--- src/rtl/rotor_step_engine.sv ---
// Cascaded odometer-style rotor bank: loads positions or steps them forward/backward
// with carry/borrow ripple, one step per clock while running.
module rotor_step_engine #(
  parameter int NUM_ROTORS = 3,
  parameter int POS_W      = 5,
  parameter int MODULUS    = 26,
  parameter int CNT_W      = 8
) (
  input  logic                        clk,
  input  logic                        rst_n,
  input  logic                        cmd_valid,
  output logic                        cmd_ready,
  input  logic                        cmd_load,
  input  logic                        cmd_dir,
  input  logic [CNT_W-1:0]            cmd_count,
  input  logic [NUM_ROTORS*POS_W-1:0] pos_in,
  input  logic                        abort,
  output logic [NUM_ROTORS*POS_W-1:0] pos_out,
  output logic                        busy,
  output logic                        done,
  output logic                        wrap,
  output logic                        load_err
);

  localparam int PW = NUM_ROTORS * POS_W;
  localparam logic [POS_W-1:0] MAX_POS = POS_W'(MODULUS - 1);
  localparam logic [POS_W:0]   MOD_EXT = (POS_W + 1)'(MODULUS);

  typedef enum logic [1:0] {
    IDLE = 2'd0,
    RUN  = 2'd1,
    DONE = 2'd2
  } state_t;

  state_t            state;
  state_t            state_next;
  logic [CNT_W-1:0]  cnt;
  logic              dir;
  logic              accept;
  logic [PW-1:0]     stepped;
  logic              carry;
  logic [PW-1:0]     loaded;
  logic              bad_load;

  assign accept = cmd_valid && cmd_ready;

  // State register
  always_ff @(posedge clk or negedge rst_n) begin
    if (!rst_n) begin
      state <= IDLE;
    end else begin
      state <= state_next;
    end
  end

  // Next-state logic
  always_comb begin
    state_next = state;
    case (state)
      IDLE: begin
        if (accept) begin
          if (cmd_load || (cmd_count == '0)) begin
            state_next = DONE;
          end else begin
            state_next = RUN;
          end
        end else begin
          state_next = IDLE;
        end
      end
      RUN: begin
        if (abort || (cnt == CNT_W'(1))) begin
          state_next = DONE;
        end else begin
          state_next = RUN;
        end
      end
      DONE:    state_next = IDLE;
      default: state_next = IDLE;
    endcase
  end

  // State decode outputs
  always_comb begin
    cmd_ready = 1'b0;
    busy      = 1'b0;
    done      = 1'b0;
    case (state)
      IDLE:    cmd_ready = 1'b1;
      RUN:     busy      = 1'b1;
      DONE:    done      = 1'b1;
      default: cmd_ready = 1'b0;
    endcase
  end

  // One step of the whole bank; carry doubles as borrow and ends as the top-rotor wrap
  always_comb begin
    stepped = pos_out;
    carry   = 1'b1;
    for (int i = 0; i < NUM_ROTORS; i++) begin
      if (carry) begin
        if (!dir) begin
          if (pos_out[i*POS_W +: POS_W] == MAX_POS) begin
            stepped[i*POS_W +: POS_W] = '0;
            carry = 1'b1;
          end else begin
            stepped[i*POS_W +: POS_W] = pos_out[i*POS_W +: POS_W] + POS_W'(1);
            carry = 1'b0;
          end
        end else begin
          if (pos_out[i*POS_W +: POS_W] == '0) begin
            stepped[i*POS_W +: POS_W] = MAX_POS;
            carry = 1'b1;
          end else begin
            stepped[i*POS_W +: POS_W] = pos_out[i*POS_W +: POS_W] - POS_W'(1);
            carry = 1'b0;
          end
        end
      end else begin
        stepped[i*POS_W +: POS_W] = pos_out[i*POS_W +: POS_W];
      end
    end
  end

  // Range-check load values; out-of-range rotors are forced to zero
  always_comb begin
    loaded   = '0;
    bad_load = 1'b0;
    for (int i = 0; i < NUM_ROTORS; i++) begin
      if ({1'b0, pos_in[i*POS_W +: POS_W]} >= MOD_EXT) begin
        loaded[i*POS_W +: POS_W] = '0;
        bad_load = 1'b1;
      end else begin
        loaded[i*POS_W +: POS_W] = pos_in[i*POS_W +: POS_W];
      end
    end
  end

  // Positions, step counter, latched direction and status flags
  always_ff @(posedge clk or negedge rst_n) begin
    if (!rst_n) begin
      pos_out  <= '0;
      cnt      <= '0;
      dir      <= 1'b0;
      wrap     <= 1'b0;
      load_err <= 1'b0;
    end else begin
      wrap <= 1'b0;
      case (state)
        IDLE: begin
          if (accept) begin
            if (cmd_load) begin
              pos_out  <= loaded;
              load_err <= load_err | bad_load;
              cnt      <= '0;
            end else begin
              cnt <= cmd_count;
              dir <= cmd_dir;
            end
          end
        end
        RUN: begin
          if (abort) begin
            cnt <= '0;
          end else begin
            pos_out <= stepped;
            wrap    <= carry;
            cnt     <= cnt - CNT_W'(1);
          end
        end
        default: begin
          cnt <= cnt;
        end
      endcase
    end
  end

endmodule

--- config.mk ---
export PLATFORM = sky130hd
export DESIGN_NAME = rotor_step_engine
export DESIGN_NICKNAME = d
export VERILOG_FILES = /design/src/rtl/rotor_step_engine.sv
export SDC_FILE = /design/constraint.sdc
export NUM_CORES = 1
export LEC_CHECK = 0
export BUFFER_PORTS_ARGS = -buffer_cell sky130_fd_sc_hd__buf_2
export CAP_MARGIN = 20
export CORE_UTILIZATION = 59
export CTS_CLUSTER_DIAMETER = 40
export DETAILED_ROUTE_END_ITERATION = 12
export HOLD_SLACK_MARGIN = 0.15
export PLACE_DENSITY = 0.93
export SLEW_MARGIN = 5
export SYNTH_ARGS = -nofsm -noshare
export SYNTH_HDL_FRONTEND = slang
export SYNTH_SLANG_ARGS = --single-unit
--- constraint.sdc ---
create_clock -name clk -period 6.6 [get_ports clk]
set_clock_uncertainty 0.15 [all_clocks]
set_input_delay 1.98 -clock clk [delete_from_list [all_inputs] [get_ports clk]]
set_output_delay 1.98 -clock clk [all_outputs]
set_load 0.02 [all_outputs]
==> reports/qor.tcl, run 1 <==
set qor(design.final.nets) 363
set qor(max_transition_margin_pct) 32.6
set qor(tritoncts) {built}
set qor(initial_core_util_pct) 62.4
set qor(final.setup.worst_slack_ns) 2.56
set qor(startpoint_type) {register}
set qor(wl_per_cell_um) 15.3
set qor(post_route_cells_drive_above_1_share_pct) 18.3
set qor(synth-seq-area-share_pct) 30.4
set qor(io_buffers) 48
set qor(synth.top_cell.area_share_pct) 30.4
set qor(synth_cell_types) 60
set qor(design.die.area_sq_um) 4160
set qor(clock_tree.htree_level_count) 1
set qor(postSynth.asyncResetShare_pct) 100
set qor(total_via_count_in_the_routed_design) 2357
set qor(synth.top_cells.by_count) {dfrtp_1, nor2_1, a21oi_1}
set qor(initialDrtViolationCount) 190
set qor(cts_inserted_buffers) 3
set qor(endpoint_kind) {output pin}
set qor(grt_antenna_before_repair) 0
set qor(p_r_area_growth_vs_syn_pct) 12.9
set qor(finalWeightedCongestion) 0.912
set qor(drv.max_cap_violation_count) 0
set qor(final.setup.tns_ns) 0
set qor(clk-insertion-delay-late_ns) 0.28
set qor(number_of_enable_flip_flop_cells_after_synthesis) 0
set qor(synth_top_cell_by_area) {dfrtp_1}
set qor(register_area_sq_um) 701
set qor(syn_avg_cell_area_sq_um) 8.05
set qor(final_design_area_no_fill_sq_um) 2600
set qor(synthTopCellsByArea) {dfrtp_1, ha_1, a21oi_1, nor2_1, o21ai_0}
set qor(cp.required_ns) 4.47
set qor(route.detailed.vias_per_inst) 6.37
set qor(dpl.hpwl_um) 4120
set qor(grt_overflow_total) 0
set qor(critPathSlowestCell) {dfrtp_1}
set qor(coreArea_sq_um) 3690
set qor(worst-path-max-fanout) 15
set qor(postCtsResizedCells) 0
set qor(clockBufferDepth) 2
set qor(syn-num-nets) 326
set qor(grt_usage_pct) 29.0
set qor(rows) 22
set qor(die_height_um) 64.5
set qor(worstMarginPinSlew_ns) 1.01
set qor(cts_hold_repair.buffers) 0
set qor(critical_path_arrival_ns) 1.91
set qor(cts_setup_buffers) 0
set qor(fmax_mhz) 247
set qor(route.detailed.drc) 0
set qor(unrepaired_setup_endpoints_after_global_routing) {no}
set qor(sinks_on_clock_net) 28
set qor(detail_route.wirelength_um) 5640
set qor(antenna-diode-count) 0
set qor(clkTransAtPathRegs_ns) 0.10
set qor(p_per_area_nw_per_um2) 440
set qor(hold_class) {register to register}
set qor(ys_ff_latch) 28
set qor(final.fill_count) 323
set qor(finalPower_w) 0.00114
set qor(status) {completed}
set qor(report.final.slew_viol_count) 0
set qor(multiInputGateArea_sq_um) 1460
set qor(layout_worst_path_cycle_share_pct) 61.3
set qor(longest_individual_stage_delay_on_the_worst_path_ns) 0.63
set qor(detailedPlace.worstSlack_ns) 2.93
set qor(dr.pass1.iters) 5
set qor(place_area_sq_um) 2530
set qor(power.leakage_nw) 1.19
set qor(chipWidth_um) 64.5
set qor(synthesis.area_sq_um) 2300
set qor(finalSetupViolCount) 0
set qor(timing.final.crit_period_ns) 4.04
set qor(antenna_left) 0
set qor(cp_cell_sequence) {nand2b_1 > inv_2 > buf_2}
set qor(synth_warnings) 0
set qor(clock_tree.root_cell) {clkbuf_8}
set qor(timing.setup.critical_path_class) {register to output pin}
set qor(pin_count) 49
set qor(yosys_most_used_dff) {dfrtp_1}
set qor(hold_slack_ns) 0.341
set qor(post_synthesis_cell_count) 286
set qor(grt_max_degree) 33
set qor(timing_hold_violations_final) 0
set qor(grt_pass1_wl_um) 9610
set qor(peakVddDrop_mv) 0.225
set qor(grt_pass1_vias) 2113
-- cells by family after synthesis --
| kind of cell | count (synthesis) | share of synthesized area (%) |
|---|---|---|
| flops | 28 | 30.4 |
| xor+xnor | 2 | 0.761 |
| fa+ha+maj | 11 | 5.98 |
| mux | 9 | 4.18 |
| buf+inv | 33 | 6.03 |
| simple gates | 96 | 22.3 |
| compound gates | 107 | 30.3 |
-- state kept, by name (all words and copies together) (netlist names) --
name / count
state: 2
wrap: 1
load_err: 1
dir: 1
pos_out: 15
cnt: 8
-- worst max-delay path, delay by kind of cell (launching register included) --
kind / cells / cell delay [ns]
buffers and inverters: 2 / 0.57
flip-flops: 1 / 0.63
AND/OR/NAND/NOR: 1 / 0.44
-- placed cells by master (no fill, tap or decap), types with 3 or more instances in the layout --
cell	instances
buf_2	48
nor2_1	28
dfrtp_1	28
a21oi_1	21
o21ai_0	20
nand2_1	17
inv_1	15
o21ai_1	12
nand2b_1	11
ha_1	11
a22oi_1	9
nor3_1	7
mux2i_1	7
nor4_1	5
nor2b_1	4
nand3_1	4
a31oi_1	4
o31ai_1	4
a211oi_1	4
o22ai_1	3
and2_1	3
o221ai_1	3
o211ai_1	3
clkbuf_8	3
-- area by class of cell --
type | count | area share (%)
clock buffer | 3 | 1.59
clock inverter | 1 | 1.16
inverter | 17 | 2.46
multi-input combinational | 225 | 56.3
sequential | 28 | 27.0
tap | 48 | 2.31
timing repair buffer | 48 | 9.24
-- where the power goes --
part	internal (W)	total, W	switching, W
Combinational	0.000260	0.000606	0.000345
Sequential	0.000239	0.000398	0.000159
Clock	0.0000813	0.000138	0.0000571
Total	0.000581	0.00114	0.000561
-- path summary, 6_finish.rpt --
kind / depth (start not counted) / from / to / slack (ns)
worst max-delay path: 3 / state[0]$_DFF_PN0_ / busy / 2.56
worst min-delay path: 1 / load_err$_DFFE_PN0P_ / load_err$_DFFE_PN0P_ / 0.34
worst max register to register: 5 / dir$_DFFE_PN0P_ / pos_out[12]$_DFFE_PN0P_ / 3.97
worst min register to register: 1 / load_err$_DFFE_PN0P_ / load_err$_DFFE_PN0P_ / 0.34
max in group asynchronous: 1 / rst_n / state[0]$_DFF_PN0_ / 4.33
min in group asynchronous: 1 / rst_n / pos_out[8]$_DFFE_PN0P_ / 1.56
-- per-layer routing --
metal	GRT usage [%]	up-vias	share of wire (%)
met2	46.2	100	47
met4	10.3	0	2.6
met3	3.35	18	5.2
li1	-	1132	-
met1	40.7	1107	45
met5	0	-	0
-- through the flow --
stage | cells | utilization, %
detailed placement | 366 | 68.5
CTS | 370 | 70.5
global placement | 366 | 68.5
floorplan | 286 | -
finish | 370 | 70.5
global route | 370 | 70.5
Note: power is estimated with default switching activity, not from simulation.
==> run 2, diff against run 1 <==
--- a/config.mk
+++ b/config.mk
@@ -5,13 +5,14 @@
 export SDC_FILE = /design/constraint.sdc
 export NUM_CORES = 1
 export LEC_CHECK = 0
+export ABC_AREA = 1
 export BUFFER_PORTS_ARGS = -buffer_cell sky130_fd_sc_hd__buf_2
 export CAP_MARGIN = 20
-export CORE_UTILIZATION = 59
+export CORE_UTILIZATION = 50
 export CTS_CLUSTER_DIAMETER = 40
 export DETAILED_ROUTE_END_ITERATION = 12
 export HOLD_SLACK_MARGIN = 0.15
-export PLACE_DENSITY = 0.93
+export PLACE_DENSITY = 0.85
 export SLEW_MARGIN = 5
 export SYNTH_ARGS = -nofsm -noshare
 export SYNTH_HDL_FRONTEND = slang
==> constraint.sdc (replaced) <==
create_clock -name clk -period 3.7 [get_ports clk]
set_clock_uncertainty 0.15 [all_clocks]
set_input_delay 1.11 -clock clk [delete_from_list [all_inputs] [get_ports clk]]
set_output_delay 1.11 -clock clk [all_outputs]
set_load 0.02 [all_outputs]
==> reports/qor.tcl, run 2 <==
set qor(power.leakage_nw) 1.38
set qor(coreArea_sq_um) 4410
set qor(pin_count) 49
set qor(clockBufferDepth) 2
set qor(status) {completed}
set qor(mostFrequentLayoutCells) {nand2_1, buf_2, inv_1}
set qor(hold_class) {register to register}
set qor(dpl.hpwl_um) 4410
set qor(synth.top_cell.area_share_pct) 30.3
set qor(post-synth-top-count-cell) {nand2_1}
set qor(clkTransAtPathRegs_ns) 0.10
set qor(grt_antenna_before_repair) 0
set qor(whs_endpoint) {load_err$_DFFE_PN0P_}
set qor(io_buffers) 48
set qor(ff2ff_path_depth) 7
set qor(chipWidth_um) 70.1
set qor(synth_top_cell_by_area) {dfrtp_1}
set qor(endpoint_kind) {output pin}
set qor(syn-num-nets) 384
set qor(number_of_cells_on_the_worst_hold_path) 1
set qor(worst_hold_startpoint) {load_err$_DFFE_PN0P_}
set qor(max_transition_margin_pct) 56.7
set qor(largest_register_ffs) 15
set qor(layout_worst_path_cycle_share_pct) 76.6
set qor(postSynth.asyncResetShare_pct) 100
set qor(crit-reg2reg-capture) {pos_out[12]$_DFFE_PN0P_}
set qor(rows) 24
set qor(unrepaired_setup_endpoints_after_global_routing) {no}
set qor(timing.final.crit_period_ns) 2.83
set qor(clk-insertion-delay-late_ns) 0.28
set qor(drv.max_cap_violation_count) 0
set qor(hold_slack_ns) 0.333
set qor(wl_per_cell_um) 13.3
set qor(critPathTopFamily) {flip-flops}
set qor(grt_usage_pct) 24.9
set qor(p_per_area_nw_per_um2) 753
set qor(longest_individual_stage_delay_on_the_worst_path_ns) 0.55
set qor(route.detailed.vias_per_inst) 5.65
set qor(dr.pass1.iters) 6
set qor(report.final.slew_viol_count) 0
set qor(startpoint_type) {register}
set qor(antenna_left) 0
set qor(post_synthesis_cell_count) 344
set qor(grt_pass1_wl_um) 9860
set qor(place_area_sq_um) 2570
set qor(grt_pass1_vias) 2258
set qor(synth.top_cells.by_count) {nand2_1, inv_1, nand3_1}
set qor(design.final.nets) 429
set qor(design.die.area_sq_um) 4910
set qor(post_route_cells_drive_above_1_share_pct) 17.8
set qor(critical_path_arrival_ns) 1.57
set qor(clock_tree.root_cell) {clkbuf_8}
set qor(p_r_area_growth_vs_syn_pct) 13.5
set qor(setup.reg_to_reg.worst_slack_ns) 1.63
set qor(syn_avg_cell_area_sq_um) 6.73
set qor(wl_met1_um) 2520
set qor(total_via_count_in_the_routed_design) 2488
set qor(finalWeightedCongestion) 0.903
set qor(ys_ff_latch) 28
set qor(clock_tree.htree_level_count) 1
set qor(detail_route.wirelength_um) 5840
set qor(fmax_mhz) 353
set qor(synth-seq-area-share_pct) 30.3
set qor(finalSetupViolCount) 0
set qor(cp_cell_sequence) {inv_2 > nor2_4 > buf_2}
set qor(sinks_on_clock_net) 28
set qor(peakVddDrop_mv) 0.273
set qor(largest_register) {pos_out}
set qor(synth_warnings) 0
set qor(tritoncts) {built}
set qor(final.setup.tns_ns) 0
set qor(antenna-diode-count) 0
set qor(critPathSlowestCell) {dfrtp_1}
set qor(timing_hold_violations_final) 0
set qor(initialDrtViolationCount) 208
set qor(layout.cells.non_filler) 440
set qor(met2WireLength_um) 2790
set qor(initial_core_util_pct) 52.5
set qor(worstMarginPinSlew_ns) 0.650
set qor(cp.required_ns) 2.44
set qor(postCtsResizedCells) 0
set qor(timing.setup.critical_path_class) {register to output pin}
set qor(grt_overflow_total) 0
set qor(synth_cell_types) 34
set qor(detailroute.wirelength.met3_um) 445
set qor(largest_registers) {pos_out: 15 flops, cnt: 8 flops, state: 2 flops}
set qor(final_design_area_no_fill_sq_um) 2630
set qor(worstReg2RegStart) {state[0]$_DFF_PN0_}
set qor(synthTopCellsByArea) {dfrtp_1, nand2_1, nand3_1, ha_1, inv_1}
set qor(top_layer) {met4}
set qor(synthesis.area_sq_um) 2320
set qor(cts_hold_repair.buffers) 0
set qor(placed_cells_incl_taps) 436
set qor(worst-path-max-fanout) 18
set qor(worst-path-buf-inv) 2
set qor(route.detailed.drc) 0
set qor(cts_setup_buffers) 0
set qor(grt_max_degree) 29
set qor(yosys_most_used_dff) {dfrtp_1}
set qor(layout_commonest_cell) {nand2_1}
set qor(number_of_enable_flip_flop_cells_after_synthesis) 0
set qor(cts_inserted_buffers) 3
set qor(die_height_um) 70.1
==> run 2: cell count changes in the layout (fill, tap and decap cells not counted), moves of 8 or more <==
cell / before / now
nand3_1: 4 / 33
nand2b_1: 11 / 0
inv_1: 15 / 36
nand2_1: 17 / 99
o21ai_1: 12 / 1
nand4_1: 0 / 8
==> run 2: stage by stage <==
step	setup slack [ns]	utilization, %	power, W
floorplan	1.51	-	0.00147
global placement	1.23	58.3	0.00173
detailed placement	1.20	58.3	0.00177
CTS	0.876	59.6	0.00197
global route	0.780	59.6	0.00216
finish	0.868	59.6	0.00198
==> run 2: where the power goes <==
part           switching (W)  internal (W)  leakage (nW)
Combinational       0.000735      0.000411          1.00
Sequential          0.000204      0.000431         0.348
Clock               0.000104     0.0000956        0.0288
Total                0.00104      0.000937          1.38
==> run 2: per-layer routing <==
metal  GRT usage, %  vias to the layer above
met3           3.61                       11
met4           9.78                        0
met5              0                        -
met1           32.2                     1142
li1               -                     1217
met2           41.7                      118
==> run 2: worst max path at each step <==
| stage | depth (start not counted) | to | start | slack, ns |
|---|---|---|---|---|
| after floorplan | 4 | busy | state[0]$_DFF_PN0_ | 1.51 |
| after global placement | 3 | busy | state[0]$_DFF_PN0_ | 1.23 |
| after detailed placement | 3 | busy | state[0]$_DFF_PN0_ | 1.20 |
| after CTS | 3 | busy | state[0]$_DFF_PN0_ | 0.88 |
| after global routing | 3 | busy | state[0]$_DFF_PN0_ | 0.78 |
| final | 3 | busy | state[0]$_DFF_PN0_ | 0.87 |
==> run 2: cell type report <==
type                    instances  area, sq um
well taps                      52         65.1
multi-input cells             270         1430
fillers                       439         1790
flip-flops and latches         28          701
clock buffers                   4         55.1
repair buffers                 48          240
inverters                      38          143
==> run 2: cell families (layout without fill, tap and decap cells) <==
family / count (synthesis) / in the layout / synth area share [%]
AO/OA/AOI/OAI: 65 / 65 / 16.7
XOR/XNOR: 10 / 10 / 3.78
adder cells (fa/ha/maj): 11 / 11 / 5.94
buffers and inverters: 46 / 90 / 8.21
flip-flops: 28 / 28 / 30.3
AND/OR/NAND/NOR: 184 / 184 / 35.1
==> run 2: worst reg2reg max path: stages, from the launching register on <==
cell     delay, ns
dfrtp_1       0.55
inv_2         0.09
nor2_4        0.40
nand2_4       0.15
a22oi_4       0.29
nand2_1       0.20
nand2_1       0.09
nand2_1       0.06
